[src/rtl/shot_pkg.sv]
// Shared constants and helpers for the player-shot pool.
package shot_pkg;

  localparam int SCREEN_H_ACTIVE = 480;
  localparam int TICK_LINE       = 480;

  localparam int DEF_SHOT_W     = 4;
  localparam int DEF_SHOT_H     = 12;
  localparam int DEF_SHOT_SPEED = 8;
  localparam int DEF_SPRITE_W   = 32;

  function automatic int count_w(input int n);
    return $clog2(n + 1);
  endfunction

endpackage

[src/rtl/shot_slot.sv]
// One bullet slot: holds position and activity, reports a raster hit.
module shot_slot
  import shot_pkg::*;
#(
  parameter int SHOT_W     = DEF_SHOT_W,
  parameter int SHOT_H     = DEF_SHOT_H,
  parameter int SHOT_SPEED = DEF_SHOT_SPEED
) (
  input  logic       clk,
  input  logic       rst,
  input  logic       move,
  input  logic       load,
  input  logic [9:0] spawn_x,
  input  logic [9:0] spawn_y,
  input  logic [9:0] h_cnt,
  input  logic [9:0] v_cnt,
  output logic       active,
  output logic       hit
);

  logic [9:0]  x;
  logic [9:0]  y;
  logic [10:0] x_ext;
  logic [10:0] y_ext;
  logic [10:0] h_ext;
  logic [10:0] v_ext;

  always_ff @(posedge clk or negedge rst) begin
    if (!rst) begin
      active <= 1'b0;
      x      <= '0;
      y      <= '0;
    end else if (load) begin
      active <= 1'b1;
      x      <= spawn_x;
      y      <= spawn_y;
    end else if (move && active) begin
      // Retire before subtracting so y can never wrap past the top.
      if (y < 10'(SHOT_SPEED)) active <= 1'b0;
      else                     y      <= y - 10'(SHOT_SPEED);
    end
  end

  // 11-bit compare keeps x+SHOT_W / y+SHOT_H from overflowing.
  always_comb begin
    x_ext = {1'b0, x};
    y_ext = {1'b0, y};
    h_ext = {1'b0, h_cnt};
    v_ext = {1'b0, v_cnt};
    hit   = active
         && (h_ext >= x_ext) && (h_ext < x_ext + 11'(SHOT_W))
         && (v_ext >= y_ext) && (v_ext < y_ext + 11'(SHOT_H));
  end

endmodule

[src/rtl/reimu_shot_pool.sv]
// Player-shot pool: per-frame movement and spawn, raster hit flag for the RGB mixer.
module reimu_shot_pool
  import shot_pkg::*;
#(
  parameter int NUM_SHOTS  = 8,
  parameter int SHOT_W     = DEF_SHOT_W,
  parameter int SHOT_H     = DEF_SHOT_H,
  parameter int SHOT_SPEED = DEF_SHOT_SPEED,
  parameter int COOLDOWN   = 6,
  parameter int SPRITE_W   = DEF_SPRITE_W
) (
  input  logic                          clk,
  input  logic                          rst,
  input  logic                          fire,
  input  logic [9:0]                    reimux,
  input  logic [9:0]                    reimuy,
  input  logic [9:0]                    h_cnt,
  input  logic [9:0]                    v_cnt,
  input  logic                          valid,
  output logic                          shot_px,
  output logic [count_w(NUM_SHOTS)-1:0] shot_count,
  output logic                          spawn_pulse
);

  localparam int CNT_W = count_w(NUM_SHOTS);
  localparam int CD_W  = (COOLDOWN > 1) ? $clog2(COOLDOWN) : 1;

  function automatic logic [9:0] sub_clamp(input logic [9:0] a, input int b);
    return (a < 10'(b)) ? 10'd0 : a - 10'(b);
  endfunction

  logic                 cond;
  logic                 cond_q;
  logic                 tick;
  logic [CD_W-1:0]      cooldown;
  logic [NUM_SHOTS-1:0] active;
  logic [NUM_SHOTS-1:0] hit;
  logic [NUM_SHOTS-1:0] sel;
  logic [NUM_SHOTS-1:0] load;
  logic                 found;
  logic                 spawn;
  logic [9:0]           spawn_x;
  logic [9:0]           spawn_y;
  logic [CNT_W-1:0]     pop;
  logic                 px_p0;

  assign cond    = (v_cnt == 10'(TICK_LINE)) && (h_cnt == 10'd0);
  assign tick    = cond && !cond_q;
  assign spawn_x = reimux + 10'(SPRITE_W / 2 - SHOT_W / 2);
  assign spawn_y = sub_clamp(reimuy, SHOT_H);

  // Allocation uses activity at tick start, so slots retiring on this tick stay unavailable.
  always_comb begin
    sel   = '0;
    found = 1'b0;
    for (int i = 0; i < NUM_SHOTS; i++) begin
      if (!active[i] && !found) begin
        sel[i] = 1'b1;
        found  = 1'b1;
      end
    end
    spawn = tick && fire && (cooldown == '0) && found;
    load  = spawn ? sel : '0;
  end

  always_comb begin
    pop = '0;
    for (int i = 0; i < NUM_SHOTS; i++) pop = pop + CNT_W'(active[i]);
    px_p0 = valid && (|hit);
  end

  for (genvar g = 0; g < NUM_SHOTS; g++) begin : g_slot
    shot_slot #(
      .SHOT_W    (SHOT_W),
      .SHOT_H    (SHOT_H),
      .SHOT_SPEED(SHOT_SPEED)
    ) u_slot (
      .clk    (clk),
      .rst    (rst),
      .move   (tick),
      .load   (load[g]),
      .spawn_x(spawn_x),
      .spawn_y(spawn_y),
      .h_cnt  (h_cnt),
      .v_cnt  (v_cnt),
      .active (active[g]),
      .hit    (hit[g])
    );
  end

  always_ff @(posedge clk or negedge rst) begin
    if (!rst) begin
      cond_q      <= 1'b0;
      cooldown    <= '0;
      spawn_pulse <= 1'b0;
      shot_count  <= '0;
      shot_px     <= 1'b0;
    end else begin
      cond_q      <= cond;
      spawn_pulse <= spawn;
      shot_count  <= pop;
      shot_px     <= px_p0;
      if (tick) begin
        if (spawn)                cooldown <= CD_W'(COOLDOWN - 1);
        else if (cooldown != '0)  cooldown <= cooldown - 1'b1;
      end
    end
  end

endmodule
[config.mk]
export PLATFORM = sky130hd
export DESIGN_NAME = reimu_shot_pool
export DESIGN_NICKNAME = d
export VERILOG_FILES = /design/src/rtl/shot_pkg.sv /design/src/rtl/shot_slot.sv /design/src/rtl/reimu_shot_pool.sv
export SDC_FILE = /design/constraint.sdc
export NUM_CORES = 1
export LEC_CHECK = 0
export BUFFER_PORTS_ARGS = -buffer_cell sky130_fd_sc_hd__buf_2
export CAP_MARGIN = 20
export CORE_MARGIN = 2
export CORE_UTILIZATION = 46
export CTS_BUF_LIST = sky130_fd_sc_hd__clkbuf_8
export CTS_CLUSTER_DIAMETER = 120
export DETAILED_ROUTE_END_ITERATION = 10
export PLACE_DENSITY = 0.68
export RECOVER_POWER = 25
export SYNTH_ARGS = -nofsm -noshare
export SYNTH_HDL_FRONTEND = slang
export SYNTH_SLANG_ARGS = --single-unit
[constraint.sdc]
create_clock -name clk -period 4.86 [get_ports clk]
set_clock_uncertainty 0.2 [all_clocks]
set_input_delay 0 -clock clk [delete_from_list [all_inputs] [get_ports clk]]
set_output_delay 0 -clock clk [all_outputs]
set_load 0.02 [all_outputs]
Word level (Yosys, flattened, before mapping)
Cells that the tools add are included.

storage, ports and cells
  flip-flop bits (word level) = 178
  input bits = 44
  output and inout port bits = 6
  logic and storage cells = 285

operators by class
  add/sub/neg operators = 34
  $lt $le $gt $ge = 41
  equality and inequality tests = 9
  multiplexer cells = 67
  reductions and logical operators = 105

operators with widths
  cell                                                                     number
  10-bit two-way mux                                                       25
  10-bit by 11-bit < comparator with 1-bit output                          16
  10-bit >= comparator                                                     16
  10-bit by 4-bit < comparator with 1-bit output (second input constant)   9
  10-bit by 4-bit subtractor with 10-bit output (second input constant)    9
  10-bit by 3-bit adder with 11-bit output (second input constant)         8
  10-bit by 4-bit adder with 11-bit output (second input constant)         8
  1-bit logical AND                                                        53
  1-bit two-way mux                                                        39
  2-bit AND reduction                                                      17
  2-bit nonzero test                                                       17
  4-bit by 1-bit adder with 4-bit output                                   4
  2-bit inequality test (second input constant)                            8
  1-bit zero test                                                          14
  10-bit by 4-bit adder with 10-bit output (second input constant)         1
  10-bit by 9-bit equality test with 1-bit output (second input constant)  1
  10-bit zero test                                                         1
  8-bit two-way mux                                                        1
  8-bit OR reduction                                                       1
  3-bit two-way mux                                                        2
  3-bit by 1-bit adder with 4-bit output                                   1
  2-bit by 1-bit adder with 3-bit output                                   1
  3-bit zero test                                                          1
  3-bit nonzero test                                                       1
  other kinds (2)                                                          2

Logic depth before layout (Yosys ltp)
  depth after elaboration = 25
  mapped depth = 14
  gate-level depth less buffers = 14

Hierarchy
A second synthesis with hierarchy kept.

unflattened totals
  cells, all modules = 1940
  area, all modules = 17038.8 sq um

modules (own cells, without submodules)
  module                             instances  cells each  area each (sq um)  sequential area each (sq um)
  shot_slot at g_slot[0].u_slot ...  3          233         2031.9             525.5
  shot_slot at g_slot[2].u_slot ...  3          222         1980.6             525.5
  shot_slot at g_slot[7].u_slot      1          224         1984.4             525.5
  shot_slot at g_slot[4].u_slot      1          225         1973.1             525.5
  reimu_shot_pool                    1          126         1043.5             250.2

Least setup slack after synthesis
Ideal clock, no wire load.

  kind = register to register
  from = reg g_slot[0].u_slot.active
  to = reg shot_count[2]
  library setup time = 0.123 ns
  arrival time = 2.641 ns
  data required time = 4.537 ns
  setup slack = 1.896 ns
  cell stages (with the launch flop) = 10
  path buffers = 0
  clock period less this slack = 2.964 ns
  cell sequence = dfrtp_1 fa_1 inv_1 fa_1 fa_1 inv_1 ha_1 inv_1 fa_1 xnor2_1

on the way
  cells in the longest elaborated chain, start to end = 7

ends and longest elaborated chain
  item                                                  RTL line                text
  start: declaration                                    shot_slot.sv:17         output logic active,
  start signal: assignment                              shot_slot.sv:30         active <= 1'b0;
  start signal: assignment                              shot_slot.sv:34         active <= 1'b1;
  start signal: assignment                              shot_slot.sv:39         if (y < 10'(SHOT_SPEED)) active <= 1'b0;
  1-bit by 1-bit adder with 2-bit output                reimu_shot_pool.sv:68   for (int i = 0; i < NUM_SHOTS; i++) pop = pop + CNT_W'(active[i]);
  2-bit by 1-bit adder with 3-bit output                reimu_shot_pool.sv:68
  3-bit by 1-bit adder with 4-bit output                reimu_shot_pool.sv:68
  4-bit by 1-bit adder with 4-bit output (4 in series)  reimu_shot_pool.sv:68
  via pop[2]                                            reimu_shot_pool.sv:44   logic [CNT_W-1:0] pop;
  end signal: assignment                                reimu_shot_pool.sv:101  shot_count <= pop;
  end: declaration                                      reimu_shot_pool.sv:21   output logic [count_w(NUM_SHOTS)-1:0] shot_count,

The timed path passes the listed nets, and every way through them passes these cells.
A chain may end at the register's enable or synchronous reset.

Worst setup path in the final report
  from = in v_cnt[0]
  to = reg g_slot[3].u_slot.x[0]

on the way
  cells in the longest elaborated chain, start to end = 7

ends and longest elaborated chain
  item                                             RTL line               text
  start: declaration                               reimu_shot_pool.sv:18  input logic [9:0] v_cnt,
  10-bit by 9-bit equality test with 1-bit output  reimu_shot_pool.sv:47  assign cond = (v_cnt == 10'(TICK_LINE)) && (h_cnt == 10'd0);
  1-bit logical AND                                reimu_shot_pool.sv:47
  1-bit logical AND                                reimu_shot_pool.sv:48  assign tick = cond && !cond_q;
  1-bit logical AND (3 in series)                  reimu_shot_pool.sv:62  spawn = tick && fire && (cooldown == '0) && found;
  8-bit two-way mux                                reimu_shot_pool.sv:63  load = spawn ? sel : '0;
  end signal: assignment                           shot_slot.sv:35        x <= spawn_x;
  end: declaration                                 shot_slot.sv:21        logic [9:0] x;

No other way between the ends.

==> out/results.tsv <==
stage	metric	value	unit
worst_setup_path	arrival	3.93	ns
worst_setup_path	path_cells	dlygate4sd3_1 -> buf_2 -> nor4_1 -> dlygate4sd3_1 -> nand2_1 -> dlygate4sd3_1 -> nor3_2 -> nand4_1 -> or3b_1 -> buf_4 -> mux2_4	
placement	hpwl	34600	um
global_route	grt_max_degree	86	
layout	syn_to_final_growth	8.98	%
sta	relSlewSlack	-48.4	%
global_route	grt_pass1_vias	14300	
sta	fin_crit_sh	77.2	%
layout	drive_above_1_share	5.97	%
clock_network	cts_root_buffer	clkbuf_8	
sta	min_period	3.75	ns
synth	synth.avg_cell_area	8.52	um^2
routing	drc	0	
worst_setup_path	crit_end	g_slot[3].u_slot.x[0]	
die	start_util	46.7	%
worst_setup_path	reg2reg_depth	8	
run_status	status	complete, but fails checks	
routing	ant_nets	0	
job	cap_violations	1	
clock_network	cts_buffer_depth	2	
synth	syn-num-nets	2328	
clock_network	cts_setup_buffers	0	
synth	yosysWarnings	0	
die	die_x	194	um
die	die_h	194	um
synth	synthCells	1943	
layout	num_antenna_cells	0	
clock_network	numCtsBuffers	17	
worst_setup_path	crit_path_end_kind	flop	
worst_setup_path	regToRegSetupSlack	1.26	ns
placement	io_buffers	49	
layout	mostFrequentLayoutCells	337 x ha_1, 200 x o21ai_0, 196 x inv_1	
clock_network	clk_latency	0.50	ns
sta	timing.final.max_slew_violations	86	
clock_network	cts_tree	done	
placement	place_congestion	0.896	
placement	place_ws	1.10	ns
worst_setup_path	worstReg2RegStart	cooldown[0]	
die	fp-row-count	69	
sta	holdWs	0.00595	ns
power	total_power	3.08	mW
hold_path	worstHoldPathType	in2reg	
die	die_area	0.0375	mm^2
sta	final-setup-viol-count	0	
synth	ys_ff_latch	178	
synth	netlist_area	0.0166	mm^2
power	powerDensity	171	mW/mm^2
worst_setup_path	slowest_delay	0.62	ns
worst_setup_path	cp-start-kind	input port	
clock_network	cts_max_level	4	
clock_network	hold_buffers	27	
routing	via_per_inst	5.75	
layout	final_common_cell	ha_1	
worst_setup_path	cp-startpoint	v_cnt[0]	
worst_setup_path	r2r-end	g_slot[6].u_slot.y[3]	
worst_setup_path	cp_slowest_cell	dlygate4sd3_1	
clock_network	postCtsResizedCells	0	
sta	rsz0062_at_grt	false	
worst_setup_path	critical_path.most_common_cell	dlygate4sd3_1	
layout	fin_nets	2400	
synth	synthDistinctLibCells	69	
synth	yosys-top-cells-area	dfrtp_1 27%, ha_1 25%, xnor2_1 7.0%	
run_status	violations	capacitance limit, slew limit	
power	p_leak	8.04	nW
power	peakVddDrop	0.173	mV
sta	layout_setup_ws	1.11	ns
sta	worst_pin_slew	2.23	ns
routing	dr.first_iter.drc_count	816	
synth	synth_top_cell_area_share	26.9	%
synth	synthFlopType	dfrtp_1	
routing	routedWlPerCell	19.0	um
layout	nFillCells	3381	
clock_network	clkTransAtPathRegs	0.10	ns
routing	drt-total-wl	47200	um
global_route	grt-ovfl-total	0	
worst_setup_path	worstPathMaxFanout	40	
worst_setup_path	cp_data_required_time	5.04	ns
sta	tns	0	ns
synth	synth-edff-count	0	
clock_network	cts.sinks	178	
worst_setup_path	path_class	in2reg	
synth	async_reset_ff_share	100	%
die	num_io_pins	50	
die	design.core.area	0.0355	mm^2
global_route	grt_usage	25.4	%
synth	synth_top_cell_by_area	dfrtp_1	
sta	fmax	0.266	GHz
global_route	antenna_found_initial	0	
synth	synth_seq_area_share	26.9	%
sta	hold_viol_final	0	
routing	num_vias	14300	
global_route	grt_pass1_wl	75500	um
routing	dr.pass1.iters	5	
-- worst max-delay path: cells and delay by family --
family,cells,cell delay [ns]
mux,1,0.35
simple gates,5,1.40
buf+inv,5,2.16
-- flip-flops by register name (all words and copies together) (netlist names) --
register,count
cooldown,3
spawn_pulse,1
cond_q,1
shot_px,1
g_slot.u_slot.x,80
shot_count,4
g_slot.u_slot.y,80
g_slot.u_slot.active,8
-- cell usage after synthesis (5+ instances only) --
library cell  number
o21ai_0          200
o221ai_1          10
nor2b_1           12
a21o_1            22
dfrtp_1          178
o21ai_1            7
a31oi_1           11
mux2i_1            6
nor3_1            42
o2111ai_1          5
nand3_1           66
and3_1            11
o211ai_1          15
nand2_1          194
o21a_1             6
or3_1             21
nand2b_1          33
ha_1             337
a21oi_1          125
nor2_1            89
a211oi_1          18
a2111oi_0          8
nand4_1           43
inv_1            196
xor2_1            13
clkbuf_1          39
nor4_1            18
buf_2              6
xnor2_1          133
-- worst min-delay path by stage --
stage                                 end  startpoint  cells after the start  slack [ns]
floorplan                          cond_q         rst                      0       -0.50
global placement    g_slot[3].u_slot.x[2]         rst                      1        -0.1
detailed placement  g_slot[3].u_slot.x[2]         rst                      1        -0.1
CTS                 g_slot[6].u_slot.x[4]   reimux[4]                      3      0.0006
global route        g_slot[1].u_slot.x[4]   reimux[2]                      5        0.03
finish              g_slot[6].u_slot.x[4]   reimux[2]                      5       0.006
-- final cells by class --
cell class / count / area (um^2) / share of cell area [%]
inverters: 197 / 739 / 4.10
multi-input cells: 1521 / 11200 / 61.9
flip-flops and latches: 178 / 4450 / 24.7
well taps: 461 / 577 / 3.20
clock buffers: 18 / 248 / 1.37
repair buffers: 100 / 689 / 3.82
clock inverters: 13 / 160 / 0.888
-- metal layers --
metal / global-route usage (%) / vias up / share of wire, % / wire (um)
li1: - / 7013 / - / -
met1: 32.8 / 6798 / 44 / 20900
met2: 42.2 / 374 / 46 / 21800
met3: 3.79 / 112 / 5.3 / 2510
met4: 11.2 / 0 / 4.2 / 1990
met5: 0 / - / 0 / 0
-- cells by family (layout without fill, tap and decap cells) --
kind of cell,Yosys count,in the layout,synth area share [%]
XOR/XNOR,146,146,7.72
multiplexers,12,12,0.816
flip-flops,178,178,26.9
AND/OR/NAND/NOR,561,561,16.7
adder cells (fa/ha/maj),341,341,26.0
AO/OA/AOI/OAI,461,461,16.2
buffers and inverters,244,328,5.65
-- where the power goes --
part	internal, mW	switching [mW]
Clock	0.520	0.587
Combinational	0.171	0.326
Sequential	1.48	0.000000348
-- stage by stage --
stage	cells	util, %	instance area [um^2]
final	2488	50.8	18000
after global routing	2488	50.8	18000
after CTS	2485	50.9	18100
after detailed placement	2427	48.9	17400
after global placement	2425	48.9	17300
after floorplan	1943	-	16600
No activity file was read; power rests on OpenSTA's default activity.
